**src/rtl/stoch_chan_src.sv**
```systemverilog
// rtl/stoch_chan_src.sv - stochastic channel-bit source with LFSR select for an equality node; define SRC_SEED_PORT_EN to add the SEED_IN reseed port
module stoch_chan_src #(
   parameter int                LFSR_S   = 8,
   parameter int                PROB_W   = 8,
   parameter int                INIT_CYC = 16,
   parameter int                MAX_CYC  = 1024,
   parameter logic [LFSR_S-1:0] SEED     = LFSR_S'(8'h01)
) (
   input  logic              CLK,
   input  logic              RST,
   input  logic              LD_VLD,
   output logic              LD_RDY,
   input  logic [PROB_W-1:0] P,
   input  logic              STOP,
`ifdef SRC_SEED_PORT_EN
   input  logic [LFSR_S-1:0] SEED_IN,
`endif
   output logic              C,
   output logic [LFSR_S-1:0] SEL,
   output logic              INIT,
   output logic              BUSY,
   output logic              DONE
);

   // One counter serves both phases, so it must hold the longer of the two.
   localparam int MAXC = (INIT_CYC > MAX_CYC) ? INIT_CYC : MAX_CYC;
   localparam int CW   = $clog2(MAXC + 1);
   localparam logic [CW-1:0] INIT_LAST = CW'(INIT_CYC - 1);
   localparam logic [CW-1:0] RUN_LAST  = CW'(MAX_CYC - 1);

   typedef enum logic [1:0] {
      S_IDLE  = 2'd0,
      S_INITS = 2'd1,
      S_RUN   = 2'd2,
      S_DONE  = 2'd3
   } state_t;

   state_t              state_q, state_d;
   logic [LFSR_S-1:0]   lfsr_q, lfsr_d;
   logic [PROB_W-1:0]   preg_q, preg_d;
   logic [CW-1:0]       cnt_q, cnt_d;
   logic [LFSR_S-1:0]   lfsr_step;
   logic [LFSR_S-1:0]   seed_src;
   logic                fb;
   logic                busy;
   logic                load;

   // An all-zero LFSR never leaves zero, so a zero seed is promoted to 1.
   function automatic logic [LFSR_S-1:0] fix_seed(input logic [LFSR_S-1:0] s);
      return (s == '0) ? LFSR_S'(1) : s;
   endfunction

`ifdef SRC_SEED_PORT_EN
   assign seed_src = SEED_IN;
`else
   assign seed_src = SEED;
`endif

   generate
      if (LFSR_S == 16) begin : g_tap16
         assign fb = lfsr_q[15] ^ lfsr_q[14] ^ lfsr_q[12] ^ lfsr_q[3];
      end else begin : g_tap8
         assign fb = lfsr_q[7] ^ lfsr_q[5] ^ lfsr_q[4] ^ lfsr_q[3];
      end
   endgenerate

   assign lfsr_step = {lfsr_q[LFSR_S-2:0], fb};

   assign busy   = (state_q == S_INITS) || (state_q == S_RUN);
   assign LD_RDY = (state_q == S_IDLE)  || (state_q == S_DONE);
   assign load   = LD_VLD && LD_RDY;

   // Next-state logic: load acceptance, phase counting and STOP abort.
   always_comb begin
      state_d = state_q;
      cnt_d   = cnt_q;
      preg_d  = preg_q;
      lfsr_d  = busy ? lfsr_step : lfsr_q;
      unique case (state_q)
         S_IDLE, S_DONE: begin
            // A load in DONE wins over STOP simply because STOP is not looked at here.
            if (load) begin
               state_d = S_INITS;
               cnt_d   = '0;
               preg_d  = P;
               lfsr_d  = fix_seed(seed_src);
            end
         end
         S_INITS: begin
            if (STOP) begin
               state_d = S_DONE;
            end else if (cnt_q == INIT_LAST) begin
               state_d = S_RUN;
               cnt_d   = '0;
            end else begin
               cnt_d = cnt_q + 1'b1;
            end
         end
         S_RUN: begin
            if (STOP || (cnt_q == RUN_LAST)) begin
               state_d = S_DONE;
            end else begin
               cnt_d = cnt_q + 1'b1;
            end
         end
         default: state_d = S_IDLE;
      endcase
   end

   // State, LFSR, captured probability and cycle counter registers.
   always_ff @(posedge CLK or posedge RST) begin
      if (RST) begin
         state_q <= S_IDLE;
         lfsr_q  <= fix_seed(SEED);
         preg_q  <= '0;
         cnt_q   <= '0;
      end else begin
         state_q <= state_d;
         lfsr_q  <= lfsr_d;
         preg_q  <= preg_d;
         cnt_q   <= cnt_d;
      end
   end

   assign SEL  = lfsr_q;
   assign C    = busy && (lfsr_q[PROB_W-1:0] < preg_q);
   assign INIT = (state_q == S_INITS);
   assign BUSY = busy;
   assign DONE = (state_q == S_DONE);

endmodule

```
**config.mk**
```make
export PLATFORM = sky130hd
export DESIGN_NAME = stoch_chan_src
export DESIGN_NICKNAME = d
export VERILOG_FILES = /design/src/rtl/stoch_chan_src.sv
export SDC_FILE = /design/constraint.sdc
export NUM_CORES = 1
export LEC_CHECK = 0
export CORE_AREA = 3 3 67 82
export CTS_CLUSTER_DIAMETER = 150
export DETAILED_ROUTE_END_ITERATION = 10
export DIE_AREA = 0 0 70 85
export PLACE_DENSITY_LB_ADDON = 0.08
export SLEW_MARGIN = 20
export SYNTH_ARGS = -nofsm -noshare
export SYNTH_HDL_FRONTEND = slang
export SYNTH_SLANG_ARGS = --single-unit
```
**constraint.sdc**
```tcl
create_clock -name CLK -period 2.65 [get_ports CLK]
set_clock_uncertainty 0.1 [all_clocks]
set_input_delay 0.795 -clock CLK [delete_from_list [all_inputs] [get_ports CLK]]
set_output_delay 0.795 -clock CLK [all_outputs]
set_load 0.01 [all_outputs]
```
* After elaboration in Yosys (flattened, before gate mapping)
Index checks and enable logic that the tools add are counted.
** Word-level totals
- Flip-flop bits (word level) :: 29
** Operators by class
- Reduce and logical (&&, ||, !) cells :: 10
- Equality and inequality tests :: 10
- Bitwise operators :: 3
- Order comparisons :: 1
- Add/sub/neg operators :: 1
- Multiplexer cells :: 13
** Operators by type and width (count)
- $mux 11 :: 4
- $pmux 11 s3 :: 1
- $mux 8 :: 3
- $add 11x1->11 const B :: 1
- $eq 11x10->1 const B :: 1
- $eq 11x4->1 const B :: 1
- $lt 8x8->1 :: 1
- $mux 2 :: 4
- $ne 2x2->1 const B :: 3
- $pmux 2 s3 :: 1
- $reduce_and 3->1 :: 2
- $eq 2x2->1 const B :: 2
- $logic_or 1x1->1 :: 3
- $ne 3x1->1 const B :: 1
- $xor 1x1->1 :: 3
- $eq 2x1->1 const B :: 1
- $logic_and 1x1->1 :: 2
- $logic_not 2->1 :: 1
- $ne 2x1->1 const B :: 1
- $reduce_and 2->1 :: 1
- $reduce_or 2->1 :: 1

* Longest topological paths before layout
Gate-level depths: netlist (run 1).
- Depth after elaboration :: 6
- Mapped depth :: 9
- Gate-level depth less buffers :: 7

* Worst setup path before layout (run 1)
OpenSTA, ideal clock, no wires.
- Path type :: register to output
- Start :: reg state_q[0]
- End :: out C
- Arrival :: 1490 ps
- Slack :: 265 ps
- Required time :: 1755 ps
- Cell stages (with the launch flop) :: 7
- Buffers on the path :: 1
- Cell sequence :: dfrtp_1 -> inv_1 -> ha_1 -> clkbuf_2 -> nor2_1 -> nand2_1 -> o31ai_1
** On the way
- Longest elaborated chain between the ends :: 3
- Elaborated cells between the ends (all ways) :: 4
- Classes of those cells :: eq/ne: 2; reduce/logical: 2
** RTL lines
- from (decl) :: line 38 : state_t state_q, state_d;
- from (signal assigned) :: line 118 : state_q <= state_d;
- $eq 2x1->1 or $eq 2x2->1 (tied branches) :: line 69 : assign busy = (state_q == S_INITS) || (state_q == S_RUN);
- $logic_or 1x1->1 * :: line 69
- $logic_and 1x1->1 * :: line 126 : assign C = busy && (lfsr_q[PROB_W-1:0] < preg_q);
- to (decl) :: line 18 : output logic C,
Every way passes the cells marked *; elsewhere a longest branch is shown, timed or not.

* Worst setup path after layout (run 1)
- Start :: reg state_q[1]
- End :: out INIT
** On the way
- Longest elaborated chain between the ends :: 1
** RTL lines
- $eq 2x1->1 :: line 127 : assign INIT = (state_q == S_INITS);
- to (decl) :: line 20 : output logic INIT,
No other way between the ends.

==> results of run 1 <==
==> cell type report <==
type                       count  area [um2]
clock buffer                   7        86.3
clock inverter                 1        30.0
fill                         459        2640
inverter                      22        82.6
multi-input combinational    107         842
sequential                    29         727
tap                           60        75.1
timing repair buffer          39         349
==> metrics by stage <==
stage | utilization (%) | setup TNS [ns] | cell area, um2 | total power, mW | std cells
final | 45.3 | 0 | 2190 | 2.71 | 265
after floorplan | - | 0 | 1640 | 1.60 | 163
after detailed placement | 42.1 | -0.117 | 2040 | 2.17 | 257
after global routing | 45.3 | -0.0291 | 2190 | 2.92 | 265
after CTS | 44.6 | 0 | 2160 | 2.66 | 265
after global placement | 42.1 | -0.0698 | 2040 | 2.14 | 257
==> power by group <==
| part | leakage [nW] | total, mW | internal (mW) | switching [mW] |
|---|---|---|---|---|
| combinational | 0.578 | 1.54 | 0.792 | 0.744 |
| sequential | 0.373 | 0.688 | 0.596 | 0.0913 |
| clock | 0.0585 | 0.485 | 0.306 | 0.179 |
==> cells by family after synthesis <==
kind of cell	synth area share [%]
AOI/OAI and AO/OA	19.6
and+or+nand+nor	13.6
DFF	44.2
buffers and inverters	7.16
adders and majority gates	8.38
muxes	5.48
xor gates and xnor gates	1.60
==> how the worst max path moves through the flow <==
| stage | endpoint | cells past startpoint |
|---|---|---|
| after detailed placement | C | 5 |
| final | INIT | 4 |
| after CTS | C | 7 |
| after global placement | C | 5 |
| after global routing | C | 7 |
| after floorplan | C | 6 |
==> per-layer routing <==
metal  share of wire, %  global-route usage [%]
met5                  0                       0
met4                1.1                    4.70
met3                3.1                    3.67
met2                 50                    23.1
met1                 46                    16.3
==> repair_timing <==
action                     4_1_cts  5_1_grt
hold endpoints to repair         0        0
setup buffers                    0        0
gates resized for setup          9        7
pin swaps                        1        2
setup endpoints to repair        3        1
==> flip-flops by register name, summed over array words and instances, names as in the netlist <==
| signal | count |
|---|---|
| cnt_q | 11 |
| preg_q | 8 |
| SEL | 8 |
| state_q | 2 |
==> cells in the final DEF, fill, tap and decap left out, drive strengths merged, types with 7 or more instances in the layout <==
| master | instances |
|---|---|
| ha | 11 |
| inv | 22 |
| nand2 | 8 |
| clkbuf | 7 |
| dfrtp | 28 |
| mux2 | 8 |
| buf | 16 |
| clkdlybuf4s50 | 21 |
| o21ai | 10 |
==> summary.txt, run 1 <==
Die
  • Row cnt: 28
  • Chip Height: ~85 um
  • Starting Density: roughly a third
  • Core Box Area: 4830 um2
  • Die area: between 5000 and 6000 um2
  • Io pins: 25
  • Die Span X: ~70 um

Yosys
  • Asr flop ratio synth: 100%
  • Synth top area share: a little over two fifths
  • Synth top area cells: dfrtp_1 (43%), ha_1 (8.4%), mux2_2 (5.5%)
  • Post-Syn Area: 1640 um2
  • Syn Nets: approximately 190
  • Post-synth EDFFs: 0
  • Syn_area_per_cell: roughly 10 um2
  • Post-synth top cells: dfrtp_1 (28), inv_1 (22), ha_1 (11), o21ai_0 (10)
  • Syn Inst Count: 163
  • Syn. warnings: 0
  • Distinct cell type count after synthesis: 42
  • Count leader, synth: dfrtp_1
  • Flops & latches, synth: 29
  • Post-synth top flop: dfrtp_1
  • Leading area contributor after synthesis: dfrtp_1
  • Register area share after synthesis: between 40 and 50%

Finish
  • Nets@finish: about 230
  • Diode count: 0
  • Layout cell share with drive strength beyond 1: between 20 and 25%
  • Area Growth Syn to Fin: 33.4%

Run status
  • Outcome: finished clean

Place
  • IO Port Bufs: 24
  • Pre-CTS WS: -0.117 ns
  • Gp weighted congestion: 0.804
  • Dpl hpwl: approximately 2800 um

Power and ir drop
  • Worst VDD drop: ~0.53 mV
  • Leak pwr: ~1 nW
  • PwrDens: 1240 nW/um2

Route
  • Post-DRT Antenna Nets: 0
  • Vias: 1,320
  • DRC Markers: 0
  • DR vias/cell: between 4 and 5
  • Pre-Repair DR Iteration Count: 5
  • DR iter-0 viols: 63
  • DR WL/cell: 14.2 um
  • Drt total wl: roughly 3800 um

GRT
  • First-pass GRT wire length: around 6400 um
  • Gr ovfl total: 0
  • Largest net degree at the start of global routing: 30
  • Antenna violations before repair: 0
  • Vias in the first global route: 1,360
  • All-layer global routing usage: ~14%

Clock tree
  • CTS H-Tree Depth: 2
  • Root Driver: clkbuf_8
  • Clock Latency Late Sink: around 0.28 ns
  • Clk slew on worst S/H paths: about 0.07 ns
  • CTS tree: yes
  • CTS max path bufs: 2
  • TritonCTS Buffers: 5
  • Hold_buf cts: 0
  • Clock sink count: 29

Worst setup path
  • CP delay by family, top: buffers and inverters
  • R2R Path Start: state_q[0]$_DFFE_PP0P_
  • CP Capture Type: primary output
  • Cells along the critical path: buf_4 > inv_1 > ha_2 > clkdlybuf4s50_1
  • Largest stage delay, worst path: roughly 0.55 ns
  • Critical path class: flip-flop to primary output
  • Worst Path Buf+Inv: 3
  • R2r setup slk: approximately 0.34 ns
  • FF-to-FF End: cnt_q[3]$_DFFE_PP0P_
  • Required time worst endpoint: 1.76 ns
  • CP startpoint: state_q[1]$_DFFE_PP0P_
  • Crit path max fanout: 5
  • FF-to-FF path depth: 7
  • Startpoint class of the critical path: flip-flop
  • Arrival @ worst endpoint: between 1.5 and 2 ns
  • Critical-path top delay cell: clkdlybuf4s50_1

Job
  • Max Cap Viol: 0

Hold path
  • Hold path cells: 1
  • Hold Crit Start: preg_q[1]$_DFFE_PP0P_
  • Hold EP: preg_q[1]$_DFFE_PP0P_
  • Worst Hold Class: flip-flop to flip-flop

STA
  • Tmin final: 2.55 ns
  • Final period utilization: a little over nine tenths
  • Slew Limit Fails: 0
  • Hold slack: about 0.4 ns
  • Max Fclk: 392 MHz
  • Final Hold Viols: 0
  • Worst slew margin: between 70% and 80%
  • Worst-margin pin slew: 0.419 ns
  • Final WS setup: a little over 0.1 ns
  • Setup-failing EPs final: 0
No activity file was read; power rests on OpenSTA's default activity.
==> inputs of run 2 (changes only) <==
--- a/config.mk
+++ b/config.mk
@@ -10,7 +10,7 @@
 export DETAILED_ROUTE_END_ITERATION = 10
 export DIE_AREA = 0 0 70 85
 export PLACE_DENSITY_LB_ADDON = 0.08
-export SLEW_MARGIN = 20
+export SLEW_MARGIN = 25
 export SYNTH_ARGS = -nofsm -noshare
 export SYNTH_HDL_FRONTEND = slang
 export SYNTH_SLANG_ARGS = --single-unit
==> results of run 2 <==
Same layout as run 1: the final DEF is identical, and so are final timing and power.
